[src/rtl/hs_fifo_sfifo_wr_arb_if.sv]
// Write-side bundle between NUM_REQ producers, the arbiter and one FIFO write port.
// Producers/FIFO drive the master side; the arbiter sits on the slave side.
interface hs_fifo_sfifo_wr_arb_if #(
    parameter int NUM_REQ    = 4,
    parameter int DATA_WIDTH = 16
) ();
    localparam int IW = (NUM_REQ > 1) ? $clog2(NUM_REQ) : 1;

    logic [NUM_REQ-1:0]            req_valid;
    logic [NUM_REQ-1:0]            req_ready;
    logic [NUM_REQ*DATA_WIDTH-1:0] req_data;
    logic [NUM_REQ-1:0]            req_last;
    logic                          fifo_wr_en;
    logic [DATA_WIDTH-1:0]         fifo_wr_data;
    logic                          fifo_wr_last;
    logic                          fifo_full;
    logic [IW-1:0]                 grant_id;
    logic                          grant_lock;

    modport master (
        output req_valid, req_data, req_last, fifo_full,
        input  req_ready, fifo_wr_en, fifo_wr_data, fifo_wr_last,
        input  grant_id, grant_lock
    );

    modport slave (
        input  req_valid, req_data, req_last, fifo_full,
        output req_ready, fifo_wr_en, fifo_wr_data, fifo_wr_last,
        output grant_id, grant_lock
    );
endinterface

[src/rtl/hs_fifo_sfifo_wr_arb.sv]
// Round-robin arbiter sharing one FIFO write port among NUM_REQ producers.
// Packet mode locks a grant until req_last; beat mode bounds a grant to MAX_BURST beats.
module hs_fifo_sfifo_wr_arb #(
    parameter int NUM_REQ        = 4,
    parameter int DATA_WIDTH     = 16,
    parameter int EN_PACKET_MODE = 0,
    parameter int MAX_BURST      = 8
) (
    input  logic clk,
    input  logic rst,
    hs_fifo_sfifo_wr_arb_if.slave bus
);
    localparam int IW = (NUM_REQ > 1) ? $clog2(NUM_REQ) : 1;
    localparam int CW = (MAX_BURST > 0) ? $clog2(MAX_BURST + 1) : 1;

    typedef enum logic {IDLE, LOCKED} state_t;

    state_t          state_q, state_d;
    logic [IW-1:0]   rr_ptr_q, rr_ptr_d;
    logic [IW-1:0]   owner_q, owner_d;
    logic [CW-1:0]   beat_cnt_q, beat_cnt_d;

    logic                  found;
    logic [IW-1:0]         win;
    logic [IW-1:0]         sel;
    logic                  active;
    logic                  wr_en;
    logic                  wr_last;
    logic [DATA_WIDTH-1:0] wr_data;
    logic [NUM_REQ-1:0]    ready;
    logic [CW-1:0]         cnt_inc;
    logic                  rel;
    int                    idx;

    function automatic logic [IW-1:0] nxt(input logic [IW-1:0] i);
        return (int'(i) == NUM_REQ - 1) ? '0 : i + 1'b1;
    endfunction

    // First valid requester at or after rr_ptr, wrapping modulo NUM_REQ.
    always_comb begin
        found = 1'b0;
        win   = '0;
        idx   = 0;
        for (int i = 0; i < NUM_REQ; i++) begin
            idx = int'(rr_ptr_q) + i;
            if (idx >= NUM_REQ) idx = idx - NUM_REQ;
            if (!found && bus.req_valid[idx]) begin
                found = 1'b1;
                win   = IW'(idx);
            end
        end
    end

    always_comb begin
        sel     = (state_q == LOCKED) ? owner_q : win;
        active  = !rst && ((state_q == LOCKED) || found);
        ready   = '0;
        wr_en   = 1'b0;
        wr_last = 1'b0;
        wr_data = '0;
        if (active) begin
            ready[sel] = !bus.fifo_full;
            wr_en      = bus.req_valid[sel] && !bus.fifo_full;
            wr_last    = bus.req_last[sel];
            wr_data    = bus.req_data[int'(sel)*DATA_WIDTH +: DATA_WIDTH];
        end
    end

    assign bus.req_ready    = ready;
    assign bus.fifo_wr_en   = wr_en;
    assign bus.fifo_wr_last = wr_last;
    assign bus.fifo_wr_data = wr_data;
    assign bus.grant_id     = active ? sel : '0;
    assign bus.grant_lock   = !rst && (state_q == LOCKED);

    // With MAX_BURST=0 the counter saturates instead of wrapping.
    always_comb begin
        if (MAX_BURST == 0 && beat_cnt_q == '1) cnt_inc = beat_cnt_q;
        else                                    cnt_inc = beat_cnt_q + 1'b1;
    end

    always_comb begin
        state_d    = state_q;
        rr_ptr_d   = rr_ptr_q;
        owner_d    = owner_q;
        beat_cnt_d = beat_cnt_q;
        rel        = 1'b0;
        unique case (state_q)
            IDLE: begin
                if (wr_en) begin
                    if (EN_PACKET_MODE != 0) begin
                        if (bus.req_last[win]) begin
                            rr_ptr_d = nxt(win);
                        end else begin
                            state_d = LOCKED;
                            owner_d = win;
                        end
                    end else if (MAX_BURST == 1) begin
                        rr_ptr_d = nxt(win);
                    end else begin
                        state_d    = LOCKED;
                        owner_d    = win;
                        beat_cnt_d = CW'(1);
                    end
                end
            end
            LOCKED: begin
                if (EN_PACKET_MODE != 0) begin
                    rel = wr_en && wr_last;
                end else if (!bus.req_valid[owner_q]) begin
                    rel = 1'b1;
                end else if (wr_en) begin
                    beat_cnt_d = cnt_inc;
                    rel = (MAX_BURST > 0) && (cnt_inc == CW'(MAX_BURST));
                end
            end
            default: state_d = IDLE;
        endcase
        // Release never overlaps a new grant; next cycle rearbitrates past the owner.
        if (rel) begin
            state_d    = IDLE;
            rr_ptr_d   = nxt(owner_q);
            beat_cnt_d = '0;
        end
    end

    always_ff @(posedge clk or posedge rst) begin
        if (rst) begin
            state_q    <= IDLE;
            rr_ptr_q   <= '0;
            owner_q    <= '0;
            beat_cnt_q <= '0;
        end else begin
            state_q    <= state_d;
            rr_ptr_q   <= rr_ptr_d;
            owner_q    <= owner_d;
            beat_cnt_q <= beat_cnt_d;
        end
    end
endmodule

[src/flat_wrapper.sv]
// flat-port wrapper written by rule: the top's interface ports become plain ports
module hs_fifo_sfifo_wr_arb_flat 
#(
    parameter int NUM_REQ        = 4,
    parameter int DATA_WIDTH     = 16,
    parameter int EN_PACKET_MODE = 0,
    parameter int MAX_BURST      = 8
)
  (clk, rst, bus_req_valid, bus_req_data, bus_req_last, bus_fifo_full, bus_req_ready, bus_fifo_wr_en, bus_fifo_wr_data, bus_fifo_wr_last, bus_grant_id, bus_grant_lock);
  hs_fifo_sfifo_wr_arb_if #(.NUM_REQ(NUM_REQ), .DATA_WIDTH(DATA_WIDTH)) bus_i ();
  input  logic clk;
  input  logic rst;
  input wire logic [$bits(bus_i.req_valid)-1:0] bus_req_valid;
  input wire logic [$bits(bus_i.req_data)-1:0] bus_req_data;
  input wire logic [$bits(bus_i.req_last)-1:0] bus_req_last;
  input wire logic [$bits(bus_i.fifo_full)-1:0] bus_fifo_full;
  output wire logic [$bits(bus_i.req_ready)-1:0] bus_req_ready;
  output wire logic [$bits(bus_i.fifo_wr_en)-1:0] bus_fifo_wr_en;
  output wire logic [$bits(bus_i.fifo_wr_data)-1:0] bus_fifo_wr_data;
  output wire logic [$bits(bus_i.fifo_wr_last)-1:0] bus_fifo_wr_last;
  output wire logic [$bits(bus_i.grant_id)-1:0] bus_grant_id;
  output wire logic [$bits(bus_i.grant_lock)-1:0] bus_grant_lock;
  assign bus_i.req_valid = bus_req_valid;
  assign bus_i.req_data = bus_req_data;
  assign bus_i.req_last = bus_req_last;
  assign bus_i.fifo_full = bus_fifo_full;
  assign bus_req_ready = bus_i.req_ready;
  assign bus_fifo_wr_en = bus_i.fifo_wr_en;
  assign bus_fifo_wr_data = bus_i.fifo_wr_data;
  assign bus_fifo_wr_last = bus_i.fifo_wr_last;
  assign bus_grant_id = bus_i.grant_id;
  assign bus_grant_lock = bus_i.grant_lock;
  hs_fifo_sfifo_wr_arb #(.NUM_REQ(NUM_REQ), .DATA_WIDTH(DATA_WIDTH), .EN_PACKET_MODE(EN_PACKET_MODE), .MAX_BURST(MAX_BURST)) u_core (.clk(clk), .rst(rst), .bus(bus_i));
endmodule
[config.mk]
export PLATFORM = sky130hd
export DESIGN_NAME = hs_fifo_sfifo_wr_arb_flat
export DESIGN_NICKNAME = d
export VERILOG_FILES = /design/src/rtl/hs_fifo_sfifo_wr_arb_if.sv /design/src/rtl/hs_fifo_sfifo_wr_arb.sv /design/src/flat_wrapper.sv
export SDC_FILE = /design/constraint.sdc
export NUM_CORES = 1
export LEC_CHECK = 0
export CAP_MARGIN = 20
export CELL_PAD_IN_SITES_DETAIL_PLACEMENT = 1
export CELL_PAD_IN_SITES_GLOBAL_PLACEMENT = 1
export CORE_MARGIN = 5
export CORE_UTILIZATION = 22
export DETAILED_ROUTE_END_ITERATION = 8
export GPL_ROUTABILITY_DRIVEN = 0
export GPL_TIMING_DRIVEN = 0
export HOLD_SLACK_MARGIN = 0.1
export PLACE_DENSITY = 0.77
export SLEW_MARGIN = 20
export SYNTH_ARGS = -nofsm -noshare
export SYNTH_HDL_FRONTEND = slang
export SYNTH_SLANG_ARGS = --single-unit
[constraint.sdc]
create_clock -name clk -period 2.25 [get_ports clk]
set_input_delay 0.3375 -clock clk [delete_from_list [all_inputs] [get_ports clk]]
set_output_delay 0.3375 -clock clk [all_outputs]
set_load 0.01 [all_outputs]
==> run_results.csv, run 1 <==
group,metric,value,unit
status,status,"complete, but fails checks",
status,violations,"setup timing",
timing,relSlewSlack,0.777,
timing,finalSetupTns,-1200,ps
yosys,synth_edf_count,0,
timing,worst_pin_slew,330,ps
critical_path,path_cells,"nand2_4 -> a221oi_4 -> o31ai_4 -> buf_6 -> buf_6 -> buf_6 -> mux2i_1 -> o22ai_2 -> buf_2",
detailed_routing,viasPerCell,4.84,
detailed_routing,antenna_left,0,
yosys,synth_common_cells,"mux2i_1 (35), o22ai_1 (17), nor2_1 (11)",
floorplanning,rows,27,
final_layout,drive_gt1_frac,0.384,
place,post-place-ws,-1030,ps
clock_tree,cts_max_level,1,
global_route,track_usage,0.164,
timing,maxSlewViolCount,0,
yosys,avgSynthCellArea,8.91,sq um
critical_path,slowest_delay,450,ps
floorplanning,die_y,85.6,microns
critical_path,r2r_start,"u_core.owner_q[0]",
global_route,grt_overflow,0,
clock_tree,postCtsHoldBufs,0,
global_route,antenna_found_initial,0,
yosys,synth_async_sr_flop_share,1.00,
final_layout,fin_cells,348,
global_route,first_global_vias,1772,
detailed_routing,wl_per_cell,19.1,microns
clock_tree,clock-sinks,9,
detailed_routing,drc_errors,0,
yosys,yosys-top-cells-area,"mux2i_1 (28%), dfrtp_1 (18%), o22ai_1 (8.5%), nor2_1 (3.3%), a21oi_1 (2.4%)",
yosys,post-synth-top-count-cell,"mux2i_1",
timing,finalWorstSetupSlack,-149,ps
clock_tree,cts_tree,"done",
yosys,synth_flop_cell,"dfrtp_1",
clock_tree,path_clk_slew,50,ps
detailed_routing,drt_wl_total,6640,microns
clock_tree,clk_latency,230,ps
yosys,yosysSeqAreaShare,0.179,
final_layout,n_fill_cell,646,
power,ir_worst_vdd,0.514,mV
critical_path,cp-startpoint,"u_core.rr_ptr_q[1]",
timing,hold_violations,0,
yosys,synth_cell_types,48,
place,dp_hpwl,4620,microns
clock_tree,root_buffer,"clkbuf_8",
yosys,synth.top_cell.area_share,0.279,
global_route,grt_pass1_wl,9600,microns
critical_path,cpMaxStageDelayCell,"dfrtp_2",
final_layout,final_core_util,0.509,
critical_path,required,1910,ps
place,dp.cells,312,
critical_path,worstPathArrival,2060,ps
critical_path,cpMostUsedCell,"buf_6",
power,p_per_area,1100,nW/um^2
critical_path,worstPathMaxFanout,5,
timing,finalSetupViolCount,19,
detailed_routing,vias,1686,
final_layout,area_growth,125,%
timing,fin_crit_sh,1.07,
min_path,hold_class,"input port to async pin",
yosys,syn_area,1260,sq um
critical_path,end_kind,"output port",
power,leakage,0.00124,uW
critical_path,path_class,"flop to output port",
yosys,synth_top_area_cell,"mux2i_1",
run,maxCapViolCount,0,
floorplanning,start_util,0.227,
critical_path,start_kind,"flop",
floorplanning,die_w,85.6,microns
detailed_routing,drt_first_pass_iters,4,
place,numPortBuffers,99,
floorplanning,ios,100,
yosys,syn_inst,141,
yosys,synth_seq_cells,9,
timing,max_freq,0.417,GHz
clock_tree,clk_path_buf_depth,2,
yosys,yosys_warnings,0,
timing,min_period,2400,ps
floorplanning,core,5540,sq um
detailed_routing,drtIter0Drc,38,
timing,rsz0062_at_grt,"yes",
global_route,grt_max_degree,11,
floorplanning,design.die.area,7320,sq um
timing,finClkSkew,0.529,ps
yosys,syn-num-nets,218,
clock_tree,cts_buffers,3,
final_layout,antenna_cells,0,
final_layout,fin_nets,354,
-- critical path, delay by kind of cell (launching register included) --
kind / cells / cell delay [ps]
AO/OA/AOI/OAI: 3 / 500
flip-flops: 1 / 450
buffers and inverters: 4 / 530
multiplexers: 1 / 220
AND/OR/NAND/NOR: 1 / 100
-- worst paths after layout --
check                                       endpoint  slack (ps)  depth (start not counted)
min in group clk                u_core.beat_cnt_q[3]         590                          2
max in group asynchronous         u_core.rr_ptr_q[1]        1560                          4
worst max-delay path            bus_fifo_wr_data[10]        -150                          9
worst max register to register    u_core.rr_ptr_q[1]         470                          5
worst min-delay path               u_core.owner_q[1]         540                          4
worst min register to register  u_core.beat_cnt_q[3]         590                          2
-- cell type report --
type | count | area, sq um | area share
Sequential cell | 9 | 228 | 0.0807
Tap cell | 72 | 90.1 | 0.0319
Multi-Input combinational cell | 116 | 1070 | 0.379
Timing Repair Buffer | 131 | 1230 | 0.436
Clock buffer | 4 | 45.0 | 0.0160
Inverter | 6 | 30.0 | 0.0106
Buffer | 10 | 128 | 0.0453
-- placed cells by master (no fill, tap or decap), drive strengths merged, types with 2 or more instances in the layout --
master and instances:
nand3 2, nor2b 3, o22ai 17, nor2 12
dfrtp 9, ha 2, inv 4, mux2i 35
clkbuf 9, clkdlybuf4s50 70, mux2 3, a21oi 6
nand2b 2, nand2 6, clkinvlp 2, buf 63
o31ai 2, o21ai 6, o41ai 2
-- stage by stage --
stage                     power [uW]  cell area [sq um]  hold slack [ps]
after global placement          2140               2340              544
after CTS                       2690               2640              517
after floorplan                 1450               1260              197
after global routing            3290               2820              581
after detailed placement        2170               2340              548
final                           3110               2820              537
-- where the power goes --
group	switching [uW]	total [uW]	internal [uW]
clock network	68.5	192	124
registers	86.4	321	235
logic	1120	2600	1470
-- registers in the layout, summed over array words and instances, names as in the netlist --
signal / cells
u_core.rr_ptr_q: 2
u_core.owner_q: 2
u_core.state_q: 1
u_core.beat_cnt_q: 4
-- per-layer routing --
| layer | vias up | GRT usage | wire length [microns] |
|---|---|---|---|
| li1 | 814 | - | - |
| met1 | 808 | 0.183 | 2460 |
| met2 | 52 | 0.313 | 3700 |
| met3 | 12 | 0.0403 | 364 |
| met4 | 0 | 0.0302 | 114 |
| met5 | - | 0 | 0 |
-- repair_timing --
item / CTS / global route
pin swaps: 7 / 17
setup endpoints to repair: 24 / 23
resized for setup: 125 / 37
gates cloned: 1 / 2
buffers inserted: 20 / 10
-- kinds of logic (layout without fill, tap and decap cells) --
family,Yosys count,after routing,share of synthesized area
compound gates,43,43,0.257
mux,39,39,0.327
simple gates,32,32,0.133
buf+inv,16,151,0.0837
flops,9,9,0.179
fa+ha+maj,2,2,0.0199
Note: power is estimated with default switching activity, not from simulation.
==> run 2, diff against run 1 <==
GPL_TIMING_DRIVEN = default   (was 0)
==> run 2 against run 1 <==
The flow still finishes with violations (setup timing). Worst hold slack better by 71 ps. Cell count is 0.86% higher. Global-route usage is 1.1 points higher. Register-to-register slack worse by 50 ps. Flip-flop and latch count stayed put. Sequential power is 7.8% higher. Worst setup slack better by 9.9 ps. Largest power group unchanged.
==> run_results.csv, run 2 (synthesized netlist as in run 1, its figures left out) <==
group,metric,value,unit
detailed_routing,drt_first_pass_iters,4,
global_route,grt_use_met2,0.343,
global_route,track_usage,0.175,
clock_tree,clk_path_buf_depth,2,
power,leakage,0.00124,uW
critical_path,reg2reg_slack,420,ps
global_route,grt_max_degree,13,
clock_tree,root_buffer,"clkbuf_8",
timing,fin_crit_sh,1.06,
floorplanning,core,5540,sq um
floorplanning,die_y,85.6,microns
critical_path,worstPathArrival,2050,ps
clock_tree,cts_max_level,1,
timing,max_freq,0.419,GHz
clock_tree,clock-sinks,9,
critical_path,reg2reg_to,"u_core.rr_ptr_q[0]",
detailed_routing,viasPerCell,4.82,
status,violations,"setup timing",
detailed_routing,wl_per_cell,19.7,microns
critical_path,worstPathMaxFanout,7,
floorplanning,start_util,0.227,
min_path,hold_class,"flop to flop",
timing,hold_violations,0,
timing,min_period,2390,ps
power,p_total,3220,uW
global_route,grt_overflow,0,
clock_tree,cts_tree,"done",
critical_path,cp-startpoint,"u_core.rr_ptr_q[1]",
detailed_routing,drtIter0Drc,50,
final_layout,largest_reg_flops,4,
detailed_routing,antenna_left,0,
power,ir_worst_vdd,0.459,mV
global_route,grt_pass1_wl,10300,microns
global_route,grt_use_met3,0.0327,
final_layout,mostFrequentLayoutCell,"clkdlybuf4s50_1",
final_layout,n_fill_cell,630,
floorplanning,ios,100,
detailed_routing,drc_errors,0,
final_layout,area_growth,132,%
timing,relSlewSlack,0.772,
place,dp_hpwl,4980,microns
clock_tree,clk_latency,230,ps
global_route,use_met1,0.200,
critical_path,crit_path_end,"bus_fifo_wr_data[13]",
global_route,first_global_vias,1953,
clock_tree,path_clk_slew,50,ps
critical_path,start_kind,"flop",
timing,finClkSkew,1.84,ps
clock_tree,postCtsHoldBufs,0,
timing,whs,608,ps
critical_path,ff2ff_path_depth,5,
detailed_routing,drt_wl_total,6900,microns
critical_path,required,1910,ps
final_layout,layout_common_cells,"clkdlybuf4s50_1 (71), buf_4 (28), buf_2 (19)",
final_layout,top_register,"u_core.beat_cnt_q",
run,maxCapViolCount,0,
clock_tree,cts_buffers,3,
detailed_routing,vias,1693,
power,p_per_area,1100,nW/um^2
floorplanning,rows,27,
final_layout,reg.largest.list,"u_core.beat_cnt_q (4), u_core.owner_q (2), u_core.rr_ptr_q (2)",
floorplanning,die_w,85.6,microns
final_layout,antenna_cells,0,
critical_path,r2r_start,"u_core.owner_q[0]",
global_route,antenna_found_initial,0,
status,status,"complete, but fails checks",
final_layout,drive_gt1_frac,0.448,
place,numPortBuffers,99,
global_route,top_usage_layer,"met2",
timing,rsz0062_at_grt,"yes",
timing,finalWorstSetupSlack,-139,ps
critical_path,end_kind,"output port",
timing,maxSlewViolCount,0,
critical_path,path_class,"flop to output port",
floorplanning,design.die.area,7320,sq um
timing,worst_pin_slew,341,ps
timing,finalSetupViolCount,18,
final_layout,fin_nets,357,
[run 2: worst min-delay path by stage]
stage	startpoint	endpoint	cells after the start
detailed placement	u_core.rr_ptr_q[0]	u_core.rr_ptr_q[0]	1
finish	u_core.beat_cnt_q[3]	u_core.beat_cnt_q[3]	2
CTS	u_core.beat_cnt_q[3]	u_core.beat_cnt_q[3]	2
global placement	u_core.rr_ptr_q[0]	u_core.rr_ptr_q[0]	1
floorplan	rst	u_core.beat_cnt_q[0]	1
global route	u_core.beat_cnt_q[2]	u_core.beat_cnt_q[2]	2
[run 2: power breakdown]
part / internal [uW] / total (uW) / switching [uW]
Sequential: 237 / 346 / 109
Clock: 124 / 192 / 68.5
Combinational: 1520 / 2680 / 1160
[run 2: critical path, stage by stage, from the launching register on]
cell     delay, ps
dfrtp_2        420
buf_4          130
buf_6           90
a21oi_4         40
o31ai_4        310
buf_12         190
buf_8          140
mux2i_2        250
o22ai_2        100
buf_2          150
[run 2: cell type report]
| class | instances | area [sq um] | share of cell area |
|---|---|---|---|
| Tap cell | 72 | 90.1 | 0.0308 |
| Multi-Input combinational cell | 116 | 1190 | 0.409 |
| Timing Repair Buffer | 144 | 1340 | 0.459 |
| Sequential cell | 9 | 229 | 0.0784 |
| Clock buffer | 4 | 45.0 | 0.0154 |
| Inverter | 6 | 22.5 | 0.00771 |
[run 2: what timing repair did]
action,4_1_cts,5_1_grt
pin swaps,9,11
setup buffers,9,2
resized for setup,118,56
gates cloned,4,1
endpoints found under the setup margin,25,24
[run 2: per-stage QoR]
step	instances	cell area, sq um	util	setup TNS (ps)	setup slack [ps]
final	351	2920	0.527	-1480	-139
after global routing	351	2920	0.527	-2940	-214
after CTS	351	2760	0.498	-1920	-150
after detailed placement	336	2550	0.460	-18000	-826
after global placement	336	2550	0.460	-17180	-750
after floorplan	141	1260	-	0	324
[run 2: layer usage]
layer  vias to the layer above  part of all wire
li1                        818                 -
met1                       826              0.40
met2                        45              0.56
met3                         4             0.040
met4                         0            0.0071
met5                         -                 0
